## config.mk

```make
export PLATFORM = sky130hd
export DESIGN_NAME = timer_ctrl
export DESIGN_NICKNAME = d
export VERILOG_FILES = /design/src/rtl/timer_ctrl_pkg.sv /design/src/rtl/tick_prescaler.sv /design/src/rtl/timer_ctrl.sv
export SDC_FILE = /design/constraint.sdc
export NUM_CORES = 1
export LEC_CHECK = 0
export BUFFER_PORTS_ARGS = -buffer_cell sky130_fd_sc_hd__buf_4
export CAP_MARGIN = 20
export CORE_MARGIN = 1
export CORE_UTILIZATION = 52
export CTS_CLUSTER_SIZE = 25
export DETAILED_ROUTE_END_ITERATION = 10
export GPL_TIMING_DRIVEN = 0
export PLACE_DENSITY = 0.75
export SKIP_CTS_REPAIR_TIMING = 1
export SYNTH_ARGS = -nofsm -noshare
export SYNTH_HDL_FRONTEND = slang
export SYNTH_SLANG_ARGS = --single-unit
export TNS_END_PERCENT = 1
```

## constraint.sdc

```tcl
create_clock -name clk_i -period 3.71 [get_ports clk_i]
set_clock_uncertainty 0.2 [all_clocks]
set_input_delay 0.5565 -clock clk_i [delete_from_list [all_inputs] [get_ports clk_i]]
set_output_delay 0.5565 -clock clk_i [all_outputs]
set_load 0.02 [all_outputs]
```

## src/rtl/timer_ctrl_pkg.sv

```systemverilog
// timer_ctrl_pkg: shared types and constants for the interval timer.
//   state_e       - controller state encoding (IDLE/RUN/PAUSED/DONE)
//   MODE_*        - values of the latched mode bit
//   *_DEF         - default datapath widths
package timer_ctrl_pkg;

  localparam int WIDTH_DEF      = 32;
  localparam int PRESCALE_W_DEF = 8;

  localparam logic MODE_ONESHOT  = 1'b0;
  localparam logic MODE_PERIODIC = 1'b1;

  typedef enum logic [1:0] {
    ST_IDLE   = 2'd0,
    ST_RUN    = 2'd1,
    ST_PAUSED = 2'd2,
    ST_DONE   = 2'd3
  } state_e;

endpackage

```

## src/rtl/tick_prescaler.sv

```systemverilog
// tick_prescaler: divides the clock into count steps of (prescale_i+1) clocks.
//   clk_i      - clock
//   rst_i      - synchronous active-high reset
//   clr_i      - return the divider to phase 0 (wins over en_i)
//   en_i       - advance the divider this cycle
//   prescale_i - terminal value; a step is every prescale_i+1 enabled clocks
//   step_o     - high on the enabled cycle that completes a division
module tick_prescaler
  import timer_ctrl_pkg::*;
#(
  parameter int PRESCALE_W = PRESCALE_W_DEF
) (
  input  logic                  clk_i,
  input  logic                  rst_i,
  input  logic                  clr_i,
  input  logic                  en_i,
  input  logic [PRESCALE_W-1:0] prescale_i,
  output logic                  step_o
);

  logic [PRESCALE_W-1:0] cnt_q, cnt_d;

  // A step completes on the edge where the divider sits at its terminal value.
  assign step_o = en_i && (cnt_q == prescale_i);

  always_comb begin
    cnt_d = cnt_q;
    if (clr_i)     cnt_d = '0;
    else if (en_i) cnt_d = step_o ? '0 : cnt_q + PRESCALE_W'(1);
  end

  always_ff @(posedge clk_i) begin
    if (rst_i) cnt_q <= '0;
    else       cnt_q <= cnt_d;
  end

endmodule

```

## src/rtl/timer_ctrl.sv

```systemverilog
// timer_ctrl: programmable one-shot / periodic interval timer.
//   clk_i      - clock (rising edge)
//   rst_i      - synchronous active-high reset
//   start_i    - strobe: latch period/prescale/mode and restart (ignored if period_i==0)
//   stop_i     - strobe: abort to IDLE (highest priority)
//   mode_i     - 0 one-shot, 1 periodic (sampled with start_i)
//   period_i   - count steps per expiry (sampled with start_i)
//   prescale_i - clocks per step minus one (sampled with start_i)
//   pause_i    - level freeze; exists only when TIMER_CTRL_PAUSE_EN is defined
//   count_o    - current step count, 0..period-1
//   busy_o     - RUN or PAUSED
//   done_o     - one-shot finished
//   tick_o     - registered one-cycle pulse per expiry
// Build option: define TIMER_CTRL_PAUSE_EN to add pause_i and the PAUSED state.
module timer_ctrl
  import timer_ctrl_pkg::*;
#(
  parameter int WIDTH      = WIDTH_DEF,
  parameter int PRESCALE_W = PRESCALE_W_DEF
) (
  input  logic                  clk_i,
  input  logic                  rst_i,
  input  logic                  start_i,
  input  logic                  stop_i,
  input  logic                  mode_i,
  input  logic [WIDTH-1:0]      period_i,
  input  logic [PRESCALE_W-1:0] prescale_i,
`ifdef TIMER_CTRL_PAUSE_EN
  input  logic                  pause_i,
`endif
  output logic [WIDTH-1:0]      count_o,
  output logic                  busy_o,
  output logic                  done_o,
  output logic                  tick_o
);

  state_e                state_q, state_d;
  logic [WIDTH-1:0]      count_q, count_d;
  logic [WIDTH-1:0]      period_q, period_d;
  logic [PRESCALE_W-1:0] prescale_q, prescale_d;
  logic                  mode_q, mode_d;
  logic                  tick_q, tick_d;

  logic start_ok, active, pause_w, pre_en, pre_clr, step, last_step;

`ifdef TIMER_CTRL_PAUSE_EN
  assign pause_w = pause_i;
`else
  assign pause_w = 1'b0;
`endif

  assign start_ok  = start_i && (period_i != '0);
  assign active    = (state_q == ST_RUN) || (state_q == ST_PAUSED);
  // Divider runs on the resume edge too, so a pause of N cycles costs exactly N.
  assign pre_en    = active && !pause_w;
  assign pre_clr   = stop_i || start_ok;
  assign last_step = (count_q == period_q - WIDTH'(1));

  tick_prescaler #(.PRESCALE_W(PRESCALE_W)) u_pre (
    .clk_i      (clk_i),
    .rst_i      (rst_i),
    .clr_i      (pre_clr),
    .en_i       (pre_en),
    .prescale_i (prescale_q),
    .step_o     (step)
  );

  always_comb begin
    state_d    = state_q;
    count_d    = count_q;
    period_d   = period_q;
    prescale_d = prescale_q;
    mode_d     = mode_q;
    tick_d     = 1'b0;
    if (stop_i) begin
      state_d = ST_IDLE;
      count_d = '0;
    end else if (start_ok) begin
      state_d    = ST_RUN;
      count_d    = '0;
      period_d   = period_i;
      prescale_d = prescale_i;
      mode_d     = mode_i;
    end else begin
      case (state_q)
        ST_RUN, ST_PAUSED: begin
          state_d = ST_RUN;
          if (pause_w) state_d = ST_PAUSED;
          // step is already gated off while pausing
          if (step) begin
            if (last_step) begin
              count_d = '0;
              tick_d  = 1'b1;
              if (mode_q == MODE_ONESHOT) state_d = ST_DONE;
            end else begin
              count_d = count_q + WIDTH'(1);
            end
          end
        end
        default: state_d = state_q;
      endcase
    end
  end

  always_ff @(posedge clk_i) begin
    if (rst_i) begin
      state_q    <= ST_IDLE;
      count_q    <= '0;
      period_q   <= '0;
      prescale_q <= '0;
      mode_q     <= 1'b0;
      tick_q     <= 1'b0;
    end else begin
      state_q    <= state_d;
      count_q    <= count_d;
      period_q   <= period_d;
      prescale_q <= prescale_d;
      mode_q     <= mode_d;
      tick_q     <= tick_d;
    end
  end

  assign count_o = count_q;
  assign busy_o  = active;
  assign done_o  = (state_q == ST_DONE);
  assign tick_o  = tick_q;

endmodule

```

# --- Word level (Yosys, flattened, before mapping) ---
# Index checks and enable logic that the tools add are counted.
totals:
  regBits: 84
  latch_bits: 0
  ramBits: 0
  romBits: 0
  in_bits: 45
  output_inout_bits: 35
  elab_cells: 40
  n_memories: 0
op_classes:
  add_sub_neg: 3
  n_mul: 0
  div_mod_pow: 0
  magnitude_cmp: 0
  n_eq_ne: 5
  n_shift: 0
  muxes: 8
  bitwise: 3
  n_reduce_logical: 13
op_table:
  columns: ["operator", "n"]
  rows:
  - ["32-bit by 1-bit adder with 32-bit output (second input constant)", 1]
  - ["32-bit equality test", 1]
  - ["32-bit 2-to-1 mux", 1]
  - ["32-bit nonzero test", 1]
  - ["32-bit by 1-bit subtractor with 32-bit output (second input constant)", 1]
  - ["8-bit by 1-bit adder with 8-bit output (second input constant)", 1]
  - ["8-bit equality test", 1]
  - ["8-bit 2-to-1 mux", 1]
  - ["2-bit 2-to-1 mux", 3]
  - ["2-bit OR reduction", 3]
  - ["5-bit OR reduction", 1]
  - ["2-bit equality test (second input constant)", 2]
  - ["2-bit AND reduction", 2]
  - ["1-bit 2-to-1 mux", 3]
  - ["1-bit NOT", 3]
  - ["3-bit OR reduction", 1]
  - ["2-bit by 1-bit equality test with 1-bit output (second input constant)", 1]
  - ["1-bit logical AND", 2]
  - ["1-bit logical OR", 2]
  - ["2-bit nonzero test", 1]

# --- Depth between registers and ports, before layout ---
# Gate-level depths: netlist (run 1).
logic_depth:
  depth_word: 6
  depth_mapped: 13
  mapped_depth_nobuf: 9

# --- Hierarchy ---
# From an unflattened synthesis (run 1), not the netlist that was laid out.
hier_totals:
  hier_cells: 603
  area_unflattened_um2: 4678.2
by_module_without_submodules:
  columns: ["mod", "n_inst", "cells_each", "area_per_inst_um2", "seq_area_each_um2"]
  rows:
  - ["timer_ctrl", 1, 553, 4224.1, 1521.5]
  - ["tick_prescaler", 1, 50, 454.2, 160.2]

# --- Worst setup path before layout (run 1) ---
# No wires, ideal clock.
synth_path:
  kind: "register to register"
  startpoint: "register period_q[0]"
  endpoint: "register count_q[10] (netlist: count_o[10])"
  setup_time_ns: 0.141
  arrival_time_ns: 3.385
  setup_slack_ns: -0.016
  path_stages_with_launch: 14
  synth_period_minus_slack_ns: 3.726
  cell_sequence: "dfxtp_1 clkbuf_1 inv_1 ha_1 or4b_4 buf_6 or4_4 buf_6 a311oi_1 o22ai_1 or4_4 nor4_4 buf_6 nor3_2"
synth_between:
  elab_chain_cells: 3
synth_lines:
  columns: ["item", "line_no", "source"]
  rows:
  - ["start, declared", "timer_ctrl.sv:39", "logic [WIDTH-1:0] period_q, period_d;"]
  - ["start signal, assigned", "timer_ctrl.sv:116", "period_q <= period_d;"]
  - ["32-bit by 1-bit subtractor with 32-bit output", "timer_ctrl.sv:57", "assign last_step = (count_q == period_q - WIDTH'(1));"]
  - ["32-bit equality test", "timer_ctrl.sv:57", null]
  - ["32-bit 2-to-1 mux", "timer_ctrl.sv:91", "if (last_step) begin"]
  - ["end signal, assigned", "timer_ctrl.sv:115", "count_q <= count_d;"]
  - ["end, declared", "timer_ctrl.sv:38", "logic [WIDTH-1:0] count_q, count_d;"]
# Every way passes these cells.
# A chain may end at the register's enable or synchronous reset.

# --- Worst setup path after layout (run 1) ---
layout_path:
  startpoint: "register period_q[0]"
  endpoint: "register count_q[13] (netlist: count_o[13])"
# Same word-level chain as after synthesis.

==> summary.txt, run 1 <==
Status
  • Outcome: complete, no violations

Min path
  • HP Start: mode_i
  • Hold Path Class: input pin to flop

Pwr
  • Final Power: 1920 uW
  • Power Density: 323 nW/um2
  • Max IR drop VDD: 0.194 mV
  • P_leak: 0.00243 uW

Synthesis
  • Asr flop ratio synth: 0
  • Number of flops mapped to enable cells by yosys: 0
  • Synth Cell Area: 4930 um2
  • YS warnings: 0
  • Ys flop type: dfxtp_1
  • #FFs+latches synth: 84
  • Synth cell types: 55
  • Synth Instances: 552
  • Sequential area share after synthesis: 0.341
  • Syn_area_per_cell: 8.93 um2
  • Syn nets: 601

Setup path
  • CP startpoint kind: flop
  • Reg-to-reg setup timing slack: 0.07 ns
  • Crit. Startpoint: period_q[0]
  • Worst R2R Start: period_q[0]
  • WS Path Type: flop to flop
  • Worst Path Arrival: 3.67 ns
  • Worst path required time: 3.74 ns
  • Worst-path fanout max: 8
  • Crit path capture type: flop

Finish
  • Multi-input logic area: 3100 um2
  • Most frequent cells in the layout: 82 x dfxtp_1, 82 x buf_4, 63 x nor2_1
  • Number of fill cells: 816
  • Layout area overhead: 20.8%
  • Number of antenna diodes: 0
  • NumNets Final: 695
  • Share of layout cells above drive strength 1: 0.240
  • Final instance area: 5960 um2
  • Fin util: 0.648
  • Register Area: 1690 um2

Clock network
  • CTS sink cnt: 84
  • CTS buffer count: 9
  • # H-tree levels: 3
  • Clock buffer depth: 2
  • CTS tree: done
  • Root buffer cell: clkbuf_8
  • Worst-Skew Late Latency: 0.37 ns
  • Clock transition at path regs: 0.09 ns

GRT
  • Initial antenna violation count: 0
  • Met3 Use GR: 0.0513
  • Met1 usage: 0.363
  • Number of global-route vias before repair: 4321
  • Top Usage Layer GRT: met2
  • First-pass GRT wire length: 21600 um
  • Met2 GRT Util: 0.458
  • Grt ovf: 0
  • GR Util All Layers: 0.280
  • Largest net degree at the start of global routing: 16

Timing
  • Final period util: 0.982
  • Hold violation count in the final report: 0
  • Fin crit period: 3.64 ns
  • FMAX: 275 MHz
  • Slew HR: 0.382
  • Finish-stage setup viols: 0
  • Slew @ Worst Pin: 0.919 ns
  • Final slew viol count: 0

Detailed routing
  • Drt pass-1 iters: 6
  • Vias: 4526
  • WL final: 13600 um
  • Drt initial violations: 253
  • DRC: 0
  • Vias/cell: 5.94
  • Wire length per cell: 17.9 um
  • DRT antenna net count: 0

Placed design
  • Final HPWL from detailed placement: 10300 um
  • GP Congestion: 0.975
  • Placed cell areas: 5670 um2
  • IO Port Bufs: 78

Floorplanning
  • Starting Density: 0.536
  • Die Y: 99.4 um
  • Num ports: 80
  • DIE WIDTH: 99.4 um
  • Rows: 35
  • Total core area: 9200 um2
  • Die ar.: 9880 um2

Run
  • Max-cap viol count: 0
[kinds of logic (layout without fill, tap and decap cells)]
logic type / Yosys count / count (layout) / share of synthesized area
simple gates: 264 / 264 / 0.325
flops: 84 / 84 / 0.341
xor+xnor: 82 / 82 / 0.146
mux: 43 / 43 / 0.0873
compound gates: 39 / 39 / 0.0535
buf+inv: 36 / 135 / 0.0370
fa+ha+maj: 4 / 4 / 0.0102
[power by group]
group	total (uW)	leakage (uW)	switching [uW]	internal [uW]
Clock	612	0.0000791	364	248
Combinational	356	0.00167	193	164
Sequential	954	0.000683	31.4	923
[final cells by class]
| class | count | share of cell area |
|---|---|---|
| multi-input combinational | 432 | 0.520 |
| sequential | 84 | 0.283 |
| clock inverter | 6 | 0.00819 |
| clock buffer | 10 | 0.0214 |
| buffer | 25 | 0.0269 |
| tap | 111 | 0.0233 |
| timing repair buffer | 85 | 0.111 |
| inverter | 9 | 0.00567 |
[per-stage QoR]
stage / setup WS, ns / TNS, ns / hold WS (ns) / std cells
after floorplan: 0.0598 / 0 / 0.264 / 552
after global placement: -0.292 / -8.96 / 0.294 / 741
after detailed placement: -0.373 / -11.62 / 0.305 / 742
after CTS: -0.422 / -13.08 / 0.213 / 758
after global routing: -0.000580 / -0.000580 / 0.216 / 762
final: 0.0682 / 0 / 0.219 / 762
[registers in the layout (all words and copies together), names as in the netlist]
register     flops
count_o         32
mode_q           1
period_q        32
prescale_q       8
state_q          2
tick_o           1
u_pre.cnt_q      8
[synth_stat cells (3+ instances only)]
master | n | area share
nor3_1 | 25 | 0.025
nor2_1 | 63 | 0.048
or2_2 | 3 | 0.0038
o21ai_0 | 7 | 0.0071
inv_1 | 9 | 0.0069
nand2_1 | 23 | 0.018
ha_1 | 4 | 0.010
and4_1 | 5 | 0.0089
nor3b_1 | 3 | 0.0046
dfxtp_1 | 84 | 0.34
xnor2_1 | 46 | 0.082
or3_1 | 8 | 0.010
nand2b_1 | 3 | 0.0038
nand4_1 | 17 | 0.022
or4_1 | 10 | 0.015
buf_6 | 6 | 0.014
o31ai_1 | 4 | 0.0061
mux2i_1 | 43 | 0.087
and3_1 | 6 | 0.0076
nor4_1 | 23 | 0.029
nand3_1 | 20 | 0.020
clkbuf_1 | 18 | 0.014
a21oi_1 | 6 | 0.0061
a31oi_1 | 3 | 0.0038
and2_1 | 5 | 0.0063
nand4b_1 | 5 | 0.0089
nor3_2 | 30 | 0.061
xor2_1 | 36 | 0.064
[metal layers]
| layer | up-vias | routed length (um) |
|---|---|---|
| met5 | - | 0 |
| met4 | 0 | 463 |
| met3 | 41 | 772 |
| met2 | 156 | 6460 |
| met1 | 2146 | 5900 |
| li1 | 2183 | - |
[final timing paths]
path                            cells past startpoint     endpoint
worst max-delay path                               12  count_o[13]
worst min-delay path                                3       mode_q
worst max register to register                     12  count_o[13]
worst min register to register                      2       mode_q
[worst max-delay path: stages (launching register included)]
cell       delay (ns)
dfxtp_4          0.38
inv_2            0.07
ha_4             0.15
or4b_4           0.46
buf_6            0.15
nor4_1           0.52
and4b_1          0.31
o22ai_1          0.09
or4_4            0.52
nor4_4           0.24
buf_6            0.20
clkbuf_16        0.16
nor3_2           0.04
Power figures use the tool's default switching activity.
==> run 2: changes to the inputs <==
Settings changed: ABC_CLOCK_PERIOD_IN_PS set to 3710, CORE_ASPECT_RATIO set to 1.2.
==> summary.txt, run 2 (same netlist as run 1, synthesis figures left out) <==
Floorplanning
  • Rows: 38
  • Die Y: 109 um
  • Total core area: 9130 um2
  • Starting Density: 0.540
  • Die ar.: 9880 um2
  • Num ports: 80
  • DIE WIDTH: 90.9 um

Setup path
  • CP startpoint kind: flop
  • Slowest cell on the critical path: nor4_1
  • Cell repeated most along the worst path: buf_6
  • Worst Path Buf+Inv: 4
  • Worst Path Arrival: 3.63 ns
  • WS Path Type: flop to flop
  • Worst-path fanout max: 8
  • Critical path, cell by cell: inv_2 -> ha_4 -> or4b_4 -> buf_6 -> nor4_1 -> and4b_1 -> o22ai_1 -> or4_4 -> nor4_4 -> buf_6 -> clkbuf_16 -> nor3_2
  • Worst path required time: 3.76 ns
  • Delay-heaviest family, CP: simple AND/OR/NAND/NOR gates
  • Crit path capture type: flop
  • CP peak stage delay: 0.51 ns

Clock network
  • Worst-Skew Late Latency: 0.38 ns
  • # H-tree levels: 3
  • CTS tree: done
  • CTS sink cnt: 84
  • CTS buffer count: 9
  • Clock buffer depth: 2
  • Root buffer cell: clkbuf_8
  • Clock transition at path regs: 0.09 ns

Detailed routing
  • Wire length per cell: 17.9 um
  • Vias/cell: 5.93
  • Vias: 4591
  • DRT antenna net count: 0
  • Drt pass-1 iters: 7
  • DRC: 0
  • WL final: 13900 um
  • Drt initial violations: 208

Timing
  • Fin crit period: 3.58 ns
  • Final slew viol count: 0
  • Finish-stage setup viols: 0
  • Slew @ Worst Pin: 1.01 ns
  • Final period util: 0.964
  • Slew HR: 0.318
  • Hold violation count in the final report: 0
  • RSZ-0062 raised after global routing: no
  • FMAX: 280 MHz
  • Hold WS: 0.203 ns

Finish
  • NumNets Final: 698
  • Most frequent cells in the layout: 84 x buf_4, 82 x dfxtp_1, 63 x nor2_1
  • Final instance area: 6020 um2
  • Commonest non-fill, non-tap cell in the layout: buf_4
  • Share of layout cells above drive strength 1: 0.246
  • Layout area overhead: 22.0%
  • Number of antenna diodes: 0

GRT
  • First-pass GRT wire length: 22100 um
  • Met3 Use GR: 0.0384
  • Met1 usage: 0.356
  • Met2 GRT Util: 0.483
  • GR Util All Layers: 0.287
  • Number of global-route vias before repair: 4454
  • Initial antenna violation count: 0
  • Largest net degree at the start of global routing: 16
  • Top Usage Layer GRT: met2
  • Grt ovf: 0

Run
  • Max-cap viol count: 0

Placed design
  • Placed cell areas: 5670 um2
  • GP Congestion: 0.983
  • Final HPWL from detailed placement: 10300 um
  • IO Port Bufs: 78

Pwr
  • P_leak: 0.00246 uW
  • Max IR drop VDD: 0.224 mV
  • Power Density: 324 nW/um2

Min path
  • Hold Path Class: input pin to flop

Status
  • Outcome: complete, no violations
[run 2: report_power, final]
part,internal (uW),total [uW],switching [uW]
registers,923,954,30.8
logic,164,359,195
clock network,265,634,370
total,1350,1950,595
[run 2: tightest hold or removal path: cells and delay by family]
family,cells,cell delay (ns)
buffers and inverters,1,0.08
multiplexers,1,0.05
AND/OR/NAND/NOR,1,0.07
[run 2: final cells by class]
cell class                      instances  area, um2
Buffer                                 25        160
Clock buffer                           10        138
Clock inverter                          6       45.0
Fill cell                             779       3110
Inverter                                9       33.8
Multi-Input combinational cell        432       3100
Sequential cell                        84       1690
Tap cell                              120        150
Timing Repair Buffer                   88        697
[run 2: metal layers]
metal | part of all wire | up-vias
li1 | - | 2186
met1 | 0.41 | 2189
met2 | 0.50 | 182
met3 | 0.054 | 34
met4 | 0.040 | 0
met5 | 0 | -
[run 2: final timing paths]
kind | startpoint | to | slack [ns] | cells past startpoint
worst max-delay path | period_q[0] | count_o[10] | 0.13 | 12
worst min-delay path | prescale_i[7] | prescale_q[7] | 0.20 | 3
worst max register to register | period_q[0] | count_o[10] | 0.13 | 12
worst min register to register | mode_q | mode_q | 0.32 | 2
[run 2: stage by stage]
stage | worst slack [ns] | util | setup TNS, ns | total power, uW | cells
final | 0.134 | 0.659 | 0 | 1950 | 774
after detailed placement | -0.370 | 0.621 | -11.52 | 1320 | 751
after CTS | -0.402 | 0.641 | -12.41 | 1940 | 767
after global placement | -0.340 | 0.621 | -10.58 | 1310 | 750
after floorplan | 0.0598 | - | 0 | 1210 | 552
after global routing | 0.0471 | 0.659 | 0 | 2030 | 774
==> run 3: changes to the inputs <==
Settings changed: GPL_TIMING_DRIVEN 0 to unset.
==> summary.txt, run 3 (same netlist as run 1, synthesis figures left out) <==
Floorplanning
  • Die ar.: 9880 um2
  • Num ports: 80
  • DIE WIDTH: 90.9 um
  • Die Y: 109 um
  • Rows: 38
  • Total core area: 9130 um2
  • Starting Density: 0.540

GRT
  • Top Usage Layer GRT: met2
  • Initial antenna violation count: 0
  • First-pass GRT wire length: 21700 um
  • Largest net degree at the start of global routing: 42
  • Met1 usage: 0.337
  • Met3 Use GR: 0.0509
  • Number of global-route vias before repair: 4375
  • Grt ovf: 0
  • Met2 GRT Util: 0.508
  • GR Util All Layers: 0.284

Detailed routing
  • Vias/cell: 6.04
  • Drt pass-1 iters: 5
  • DRC: 0
  • Vias: 4553
  • Wire length per cell: 18.2 um
  • DRT antenna net count: 0
  • Drt initial violations: 233
  • WL final: 13800 um

Timing
  • Final setup TNS: 0 ns
  • Finish-stage setup viols: 0
  • Final period util: 0.964
  • Slew @ Worst Pin: 0.828 ns
  • Final slew viol count: 0
  • FMAX: 280 MHz
  • Fin crit period: 3.57 ns
  • Hold violation count in the final report: 0
  • Slew HR: 0.443
  • RSZ-0062 raised after global routing: no

Clock network
  • Clock transition at path regs: 0.10 ns
  • Worst-Skew Late Latency: 0.38 ns
  • Root buffer cell: clkbuf_8
  • CTS tree: done
  • Clock buffer depth: 2
  • CTS sink cnt: 84
  • # H-tree levels: 3
  • CTS buffer count: 9

Pwr
  • Power Density: 339 nW/um2
  • Register share of total power: 0.480
  • P_leak: 0.00242 uW
  • Combinational fraction of design power: 0.175
  • Final Power: 2000 uW
  • NetSw: 590 uW
  • Max IR drop VDD: 0.220 mV
  • Int Power: 1410 uW
  • Clock network power share: 0.345
  • Switching share of power: 0.296

Finish
  • Commonest non-fill, non-tap cell in the layout: buf_4
  • Number of antenna diodes: 0
  • Layout area overhead: 19.6%
  • Multi-input logic area: 3070 um2
  • Final instance area: 5900 um2
  • NumNets Final: 678
  • Layout Cells excl Fill: 754
  • Number of fill cells: 807
  • Register Area: 1680 um2
  • Share of layout cells above drive strength 1: 0.238
  • Most frequent cells in the layout: 88 x buf_4, 84 x dfxtp_1, 63 x nor2_1

Placed design
  • GP Congestion: 0.928
  • IO Port Bufs: 79
  • Placed Cells incl. Taps: 735
  • Final HPWL from detailed placement: 10300 um
  • Placed cell areas: 5650 um2

Setup path
  • Slowest cell on the critical path: or4b_4
  • Cell repeated most along the worst path: or4_4
  • CP peak stage delay: 0.54 ns
  • Crit path capture type: flop
  • Reg-to-reg setup timing slack: 0.14 ns
  • Worst Path Arrival: 3.63 ns
  • Worst path required time: 3.77 ns
  • Crit. Startpoint: period_q[1]
  • CP startpoint kind: flop
  • Critical path, cell by cell: inv_1 -> ha_1 -> or4b_4 -> or4_4 -> a311oi_2 -> o22ai_1 -> or4_4 -> nor4_4 -> buf_4 -> buf_8 -> nor3_2
  • WS Path Type: flop to flop
  • Worst R2R Start: period_q[1]
  • Worst-path fanout max: 16

Run
  • Max-cap viol count: 0

Min path
  • Hold Path Class: input pin to flop
  • HP Start: mode_i

Status
  • Outcome: complete, no violations
run 3: area by class of cell:
class,count,share of cell area
clock buffer,9,0.0210
clock inverter,7,0.0140
inverter,9,0.00573
multi-input combinational,432,0.521
sequential,84,0.285
tap,120,0.0255
timing repair buffer,93,0.128
run 3: metal layers:
layer,share of wire,vias to the layer above
li1,-,2140
met1,0.42,2233
met2,0.51,149
met3,0.052,31
met4,0.027,0
met5,0,-
run 3: worst paths after layout:
| check | to | cells past startpoint |
|---|---|---|
| worst min-delay path | mode_q | 3 |
| worst max register to register | count_o[15] | 11 |
| worst max-delay path | count_o[15] | 11 |
| worst min register to register | mode_q | 2 |
run 3: metrics by stage:
step                      setup WS [ns]   util  hold WS [ns]
after detailed placement          0.143  0.618         0.289
after global routing             0.0150  0.646         0.207
after floorplan                  0.0598      -         0.264
after CTS                         0.116  0.641         0.203
after global placement            0.245  0.618         0.281
final                             0.135  0.646         0.206
run 3: power by group through the flow:
stage | clock network (uW) | logic, uW | registers (uW)
after floorplan | 0 | 248 | 964
after global placement | 0 | 334 | 977
after detailed placement | 0 | 342 | 979
after CTS | 699 | 344 | 957
after global routing | 736 | 379 | 962
final | 689 | 349 | 958
run 3: worst max-delay path: cells and delay by family, from the launching register on:
kind	cells	cell delay, ns
buffers and inverters	3	0.48
AO/OA/AOI/OAI	2	0.35
flip-flops	1	0.38
adder cells (fa/ha/maj)	1	0.21
AND/OR/NAND/NOR	5	1.85
